$ cat src/rtl/sc_max7219_serializer.sv
// MAX7219 display back-end: sends the power-up init words once, then refreshes the
// intensity register and eight digit rows over the DIN/CLK/NCS serial link forever.
module sc_max7219_serializer #(
    parameter int CLKDIV_HALF = 4,
    parameter int GAP_CYCLES  = 2
) (
    input  logic       SC_MAX7219SER_CLOCK_50,
    input  logic       SC_MAX7219SER_RESET_InHigh,
    input  logic [7:0] SC_MAX7219SER_data_InBUS,
    input  logic [3:0] SC_MAX7219SER_intensity_InBUS,
    output logic [2:0] SC_MAX7219SER_addr_OutBUS,
    output logic       SC_MAX7219SER_DIN_Out,
    output logic       SC_MAX7219SER_CLK_Out,
    output logic       SC_MAX7219SER_NCS_Out,
    output logic       SC_MAX7219SER_frameDone_Out
);

    localparam int PHASE_W = (CLKDIV_HALF > 1) ? $clog2(CLKDIV_HALF) : 1;
    localparam int GAP_W   = $clog2(GAP_CYCLES + 1);
    localparam logic [PHASE_W-1:0] PHASE_LAST = PHASE_W'(CLKDIV_HALF - 1);
    localparam logic [GAP_W-1:0]   GAP_LAST   = GAP_W'(GAP_CYCLES - 1);
    localparam logic [3:0] WORD_FRAME = 4'd5;   // first word of the refresh loop
    localparam logic [3:0] WORD_LAST  = 4'd13;  // digit 8

    typedef enum logic [1:0] {
        ST_GAP,
        ST_LOAD,
        ST_SHIFT,
        ST_LATCH
    } serStateT;

    serStateT           state, stateNext;
    logic [PHASE_W-1:0] phaseCnt, phaseNext;
    logic [GAP_W-1:0]   gapCnt, gapNext;
    logic [3:0]         bitIdx, bitNext;
    logic [3:0]         wordIdx, wordNext, wordAfter;
    logic [15:0]        shiftReg, shiftNext;
    logic               clkHigh, clkHighNext;
    logic [2:0]         addrReg, addrNext;
    logic               ncsReg, ncsNext;
    logic               clkReg, clkNext;
    logic               dinReg, dinNext;
    logic               frameDoneReg, frameDoneNext;

    // Word indices 0..4 are the one-shot init, 5 is intensity, 6..13 are digits 1..8.
    function automatic logic [15:0] wordFor(input logic [3:0] idx, input logic [7:0] data,
                                            input logic [3:0] inten);
        case (idx)
            4'd0:       wordFor = 16'h0C01;
            4'd1:       wordFor = 16'h0900;
            4'd2:       wordFor = 16'h0B07;
            4'd3, 4'd5: wordFor = {12'h0A0, inten};
            4'd4:       wordFor = 16'h0F00;
            default:    wordFor = {4'h0, idx - 4'd5, data};
        endcase
    endfunction

    assign wordAfter = (wordIdx == WORD_LAST) ? WORD_FRAME : wordIdx + 4'd1;

    always_comb begin
        // NOTE: every signal gets its hold value first so no path can infer a latch.
        stateNext     = state;
        phaseNext     = phaseCnt;
        gapNext       = gapCnt;
        bitNext       = bitIdx;
        wordNext      = wordIdx;
        shiftNext     = shiftReg;
        clkHighNext   = clkHigh;
        addrNext      = addrReg;
        frameDoneNext = 1'b0;

        case (state)
            // LATCH is the first NCS-high clock of the inter-word gap.
            ST_GAP, ST_LATCH: begin
                if (gapCnt == GAP_LAST) begin
                    stateNext = ST_LOAD;
                    gapNext   = '0;
                    shiftNext = wordFor(wordIdx, SC_MAX7219SER_data_InBUS,
                                        SC_MAX7219SER_intensity_InBUS);
                end else begin
                    stateNext = ST_GAP;
                    gapNext   = gapCnt + GAP_W'(1);
                end
            end
            ST_LOAD: begin
                stateNext   = ST_SHIFT;
                phaseNext   = '0;
                bitNext     = 4'd0;
                clkHighNext = 1'b0;
            end
            ST_SHIFT: begin
                if (phaseCnt != PHASE_LAST) begin
                    phaseNext = phaseCnt + PHASE_W'(1);
                end else begin
                    phaseNext = '0;
                    if (!clkHigh) begin
                        clkHighNext = 1'b1;
                    end else begin
                        clkHighNext = 1'b0;
                        shiftNext   = {shiftReg[14:0], 1'b0};
                        if (bitIdx == 4'd15) begin
                            stateNext     = ST_LATCH;
                            bitNext       = 4'd0;
                            gapNext       = '0;
                            frameDoneNext = (wordIdx == WORD_LAST);
                            wordNext      = wordAfter;
                            addrNext      = (wordAfter >= 4'd6) ? 3'(wordAfter - 4'd6) : 3'd0;
                        end else begin
                            bitNext = bitIdx + 4'd1;
                        end
                    end
                end
            end
            default: stateNext = ST_GAP;
        endcase

        ncsNext = !(stateNext == ST_LOAD || stateNext == ST_SHIFT);
        clkNext = (stateNext == ST_SHIFT) && clkHighNext;
        dinNext = !ncsNext && shiftNext[15];
    end

    // NOTE: pin outputs come straight from flops so the MAX7219 never sees decode glitches.
    always_ff @(posedge SC_MAX7219SER_CLOCK_50) begin
        if (SC_MAX7219SER_RESET_InHigh) begin
            state        <= ST_GAP;
            phaseCnt     <= '0;
            gapCnt       <= '0;
            bitIdx       <= 4'd0;
            wordIdx      <= 4'd0;
            shiftReg     <= 16'h0000;
            clkHigh      <= 1'b0;
            addrReg      <= 3'd0;
            ncsReg       <= 1'b1;
            clkReg       <= 1'b0;
            dinReg       <= 1'b0;
            frameDoneReg <= 1'b0;
        end else begin
            state        <= stateNext;
            phaseCnt     <= phaseNext;
            gapCnt       <= gapNext;
            bitIdx       <= bitNext;
            wordIdx      <= wordNext;
            shiftReg     <= shiftNext;
            clkHigh      <= clkHighNext;
            addrReg      <= addrNext;
            ncsReg       <= ncsNext;
            clkReg       <= clkNext;
            dinReg       <= dinNext;
            frameDoneReg <= frameDoneNext;
        end
    end

    assign SC_MAX7219SER_addr_OutBUS   = addrReg;
    assign SC_MAX7219SER_DIN_Out       = dinReg;
    assign SC_MAX7219SER_CLK_Out       = clkReg;
    assign SC_MAX7219SER_NCS_Out       = ncsReg;
    assign SC_MAX7219SER_frameDone_Out = frameDoneReg;

endmodule
$ cat config.mk
export PLATFORM = sky130hd
export DESIGN_NAME = sc_max7219_serializer
export DESIGN_NICKNAME = d
export VERILOG_FILES = /design/src/rtl/sc_max7219_serializer.sv
export SDC_FILE = /design/constraint.sdc
export NUM_CORES = 1
export LEC_CHECK = 0
export BUFFER_PORTS_ARGS = -buffer_cell sky130_fd_sc_hd__buf_2
export CORE_UTILIZATION = 60
export CTS_BUF_LIST = sky130_fd_sc_hd__clkbuf_8
export CTS_CLUSTER_DIAMETER = 150
export DETAILED_ROUTE_END_ITERATION = 16
export GPL_ROUTABILITY_DRIVEN = 0
export PLACE_DENSITY = 0.78
export SLEW_MARGIN = 5
export SYNTH_ARGS = -nofsm -noshare
export SYNTH_HDL_FRONTEND = slang
export SYNTH_SLANG_ARGS = --single-unit
export TNS_END_PERCENT = 10
$ cat constraint.sdc
create_clock -name SC_MAX7219SER_CLOCK_50 -period 2.67 [get_ports SC_MAX7219SER_CLOCK_50]
set_input_delay 0.267 -clock SC_MAX7219SER_CLOCK_50 [delete_from_list [all_inputs] [get_ports SC_MAX7219SER_CLOCK_50]]
set_output_delay 0.267 -clock SC_MAX7219SER_CLOCK_50 [all_outputs]
set_load 0.02 [all_outputs]
==> impl_metrics.csv <==
group,metric,value,unit
outcome,status,"complete, no violations",
setup_path,crit_arrival,2.37,ns
detailed_routing,drt_iter0_drc,112,
layout,antenna_cells,0,
clock_network,root_buffer,"clkbuf_8",
job,drv_cap,0,
layout,nFillCells,290,
power,pwr-share-clk,38.5,%
layout,final_util,68.4,%
clock_network,cts_tree,"done",
synth,ys.flop_type,"dfxtp_1",
power,p_leak,0.862,nW
sta,finalCriticalPeriod,2.19,ns
clock_network,clkLatencyLatePin,0.29,ns
detailed_routing,post-route-drc-count,0,
die,die_h,60.9,um
setup_path,rrSetupSlack,0.48,ns
detailed_routing,dr.pass1.iters,4,
sta,slew-limit-headroom,53.2,%
power,power_density,513,mW/mm2
placed_design,place_inst,291,
synth,synth_top_cell_area_share,36.5,%
setup_path,endpoint_kind,"flip-flop",
power,ir_drop,0.359,mV
setup_path,cp.required,2.85,ns
clock_network,cts_buffers,5,
clock_network,cts_resized,0,
sta,fin_skew,0.00373,ns
power,internal_power,0.896,mW
layout,area_growth_syn_to_layout,9.42,%
synth,netlist_instances,238,
clock_network,htree_num_levels,2,
detailed_routing,wl_per_cell,13.7,um
die,fp-row-count,21,
power,pwr-share-comb,11.1,%
clock_network,clkTransAtPathRegs,0.07,ns
synth,ys_seq_area_share,36.5,%
sta,fmax,0.457,GHz
layout,final_cells,299,
global_routing,met2_usage,35.8,%
global_routing,grtUsageMet3,8.74,%
setup_path,crit_chain,"inv_1, ha_1, buf_4, nor2b_1, o21ai_0, ha_1, or2_2",
clock_network,clk_path_buf_depth,2,
clock_network,clock_sinks,38,
die,core_area,0.00334,mm2
synth,synthTopCellsByCount,"dfxtp_1 (38), nor2_1 (19), a21oi_1 (17), o21ai_0 (14), inv_1 (13)",
die,die_w,60.9,um
global_routing,grt_first_pass_wirelength,6.58,mm
global_routing,busiest_layer,"met2",
clock_network,postCtsHoldBufs,0,
global_routing,grt_overflow_total,0,
sta,fin_tns_setup,0,ns
clock_network,post_cts_buffers,0,
layout,nNetsFinal,277,
global_routing,antenna_found_initial,0,
synth,synthTopCellsByArea,"dfxtp_1 (36%), ha_1 (6.6%), mux2i_1 (4.3%), a21oi_1 (4.1%), nor2_1 (3.4%)",
power,netSwitchingFraction,23.4,%
sta,hold_viol,0,
global_routing,met1_usage,31.9,%
setup_path,critPathKind,"flip-flop to flip-flop",
synth,yosysWarnings,0,
sta,finalCritPeriodShare,82.0,%
setup_path,critPathMostFrequentCell,"ha_1",
setup_path,worstSetupStartpointType,"flip-flop",
detailed_routing,ant_nets,0,
synth,synth.distinct_cells,50,
sta,final_max_slew_viol_count,0,
sta,finalSetupViolations,0,
detailed_routing,wirelength,4.11,mm
synth,synth_nets,263,
synth,synthArstFlopShare,0,%
setup_path,cp_max_fo,12,
synth,ys_seq_elements,38,
setup_path,cp_slowest_cell,"dfxtp_1",
global_routing,grt_start_max_net_pins,42,
synth,yosys.area.top_type,"dfxtp_1",
sta,rsz0062_at_grt,"false",
power,power_frac_seq,50.4,%
sta,worst_pin_slew,0.701,ns
detailed_routing,via_count,1748,
detailed_routing,vias_per_cell,5.85,
synth,yosysMostFrequentCell,"dfxtp_1",
global_routing,grt_pass1_vias,1527,
synth,synth-edff-count,0,
global_routing,grtUsageTotal,24.3,%
worst_hold_path,hold_path_class,"input port to flip-flop",
die,pin_count,21,
power,power.switching,0.274,mW
placed_design,port_buffers,20,
placed_design,dpl.hpwl,2.81,mm
layout,layout-drive-gt1-share,13.8,%
synth,synth_area,0.00208,mm2
die,start_util,62.5,%
synth,syn_area_per_cell,8.76,um2
die,die_area,0.00371,mm2
setup_path,max_stage_delay,0.38,ns
-- logic make-up after synthesis --
logic type	Yosys count	synth area share [%]
buf+inv	28	6.48
mux	9	4.32
simple gates	79	21.0
flops	38	36.5
fa+ha+maj	11	6.60
compound gates	71	24.3
xor+xnor	2	0.840
-- cell usage in the layout, fill, tap and decap left out, types with 4 or more instances in the layout --
| master | count |
|---|---|
| ha_1 | 11 |
| nand3b_1 | 6 |
| buf_2 | 20 |
| nand2_1 | 9 |
| o32ai_1 | 5 |
| nor3_1 | 6 |
| nand2b_1 | 5 |
| and2_1 | 7 |
| inv_1 | 13 |
| o21ai_0 | 14 |
| mux2i_1 | 9 |
| a21oi_1 | 17 |
| nor2_1 | 19 |
| nor2b_1 | 6 |
| nand3_1 | 5 |
| clkbuf_8 | 8 |
| a32oi_1 | 4 |
| dfxtp_1 | 38 |
-- power by group through the flow --
stage | Sequential, mW | Combinational, mW | Clock [mW]
after floorplan | 0.603 | 0.113 | 0
after global placement | 0.602 | 0.129 | 0
after detailed placement | 0.603 | 0.130 | 0
after CTS | 0.590 | 0.130 | 0.467
after global routing | 0.591 | 0.143 | 0.501
final | 0.590 | 0.130 | 0.450
-- state kept, by name, summed over array words and instances (netlist names) --
name / count
SC_MAX7219SER_frameDone_Out: 1
SC_MAX7219SER_NCS_Out: 1
SC_MAX7219SER_addr_OutBUS: 3
SC_MAX7219SER_CLK_Out: 1
shiftReg: 16
wordIdx: 4
phaseCnt: 2
SC_MAX7219SER_DIN_Out: 1
bitIdx: 4
state: 2
gapCnt: 2
clkHigh: 1
-- layout make-up --
| cell class | count | area [um2] | share of cell area, % |
|---|---|---|---|
| Timing Repair Buffer | 22 | 115 | 5.05 |
| Multi-Input combinational cell | 172 | 1190 | 52.1 |
| Clock buffer | 8 | 110 | 4.83 |
| Inverter | 13 | 48.8 | 2.14 |
| Sequential cell | 38 | 761 | 33.4 |
| Tap cell | 46 | 57.6 | 2.52 |
-- per-stage QoR --
stage | hold slack [ns] | area [um2] | total power, mW | setup WS [ns]
after floorplan | 0.452 | 2080 | 0.716 | 0.676
after global placement | 0.444 | 2170 | 0.730 | 0.599
after detailed placement | 0.446 | 2170 | 0.732 | 0.528
after CTS | 0.263 | 2280 | 1.19 | 0.507
after global routing | 0.271 | 2280 | 1.24 | 0.388
final | 0.271 | 2280 | 1.17 | 0.480
-- per-layer routing --
metal	routed length, um	up-vias
li1	-	909
met1	2040	781
met2	1740	50
met3	243	8
met4	79	0
met5	0	-
-- path summary, 6_finish.rpt --
| kind | start | endpoint | depth (start not counted) |
|---|---|---|---|
| worst min register to register | SC_MAX7219SER_addr_OutBUS[1] | SC_MAX7219SER_addr_OutBUS[1] | 2 |
| worst max-delay path | state[0] | SC_MAX7219SER_NCS_Out | 7 |
| worst max register to register | state[0] | SC_MAX7219SER_NCS_Out | 7 |
| worst min-delay path | SC_MAX7219SER_data_InBUS[0] | shiftReg[0] | 3 |
-- critical path: cells and delay by family (launching register included) --
family	cells	cell delay, ns
DFF	1	0.38
AOI/OAI and AO/OA	1	0.19
and+or+nand+nor	2	0.56
buffers and inverters	2	0.26
adders and majority gates	2	0.70
Note: power is estimated with default switching activity, not from simulation.
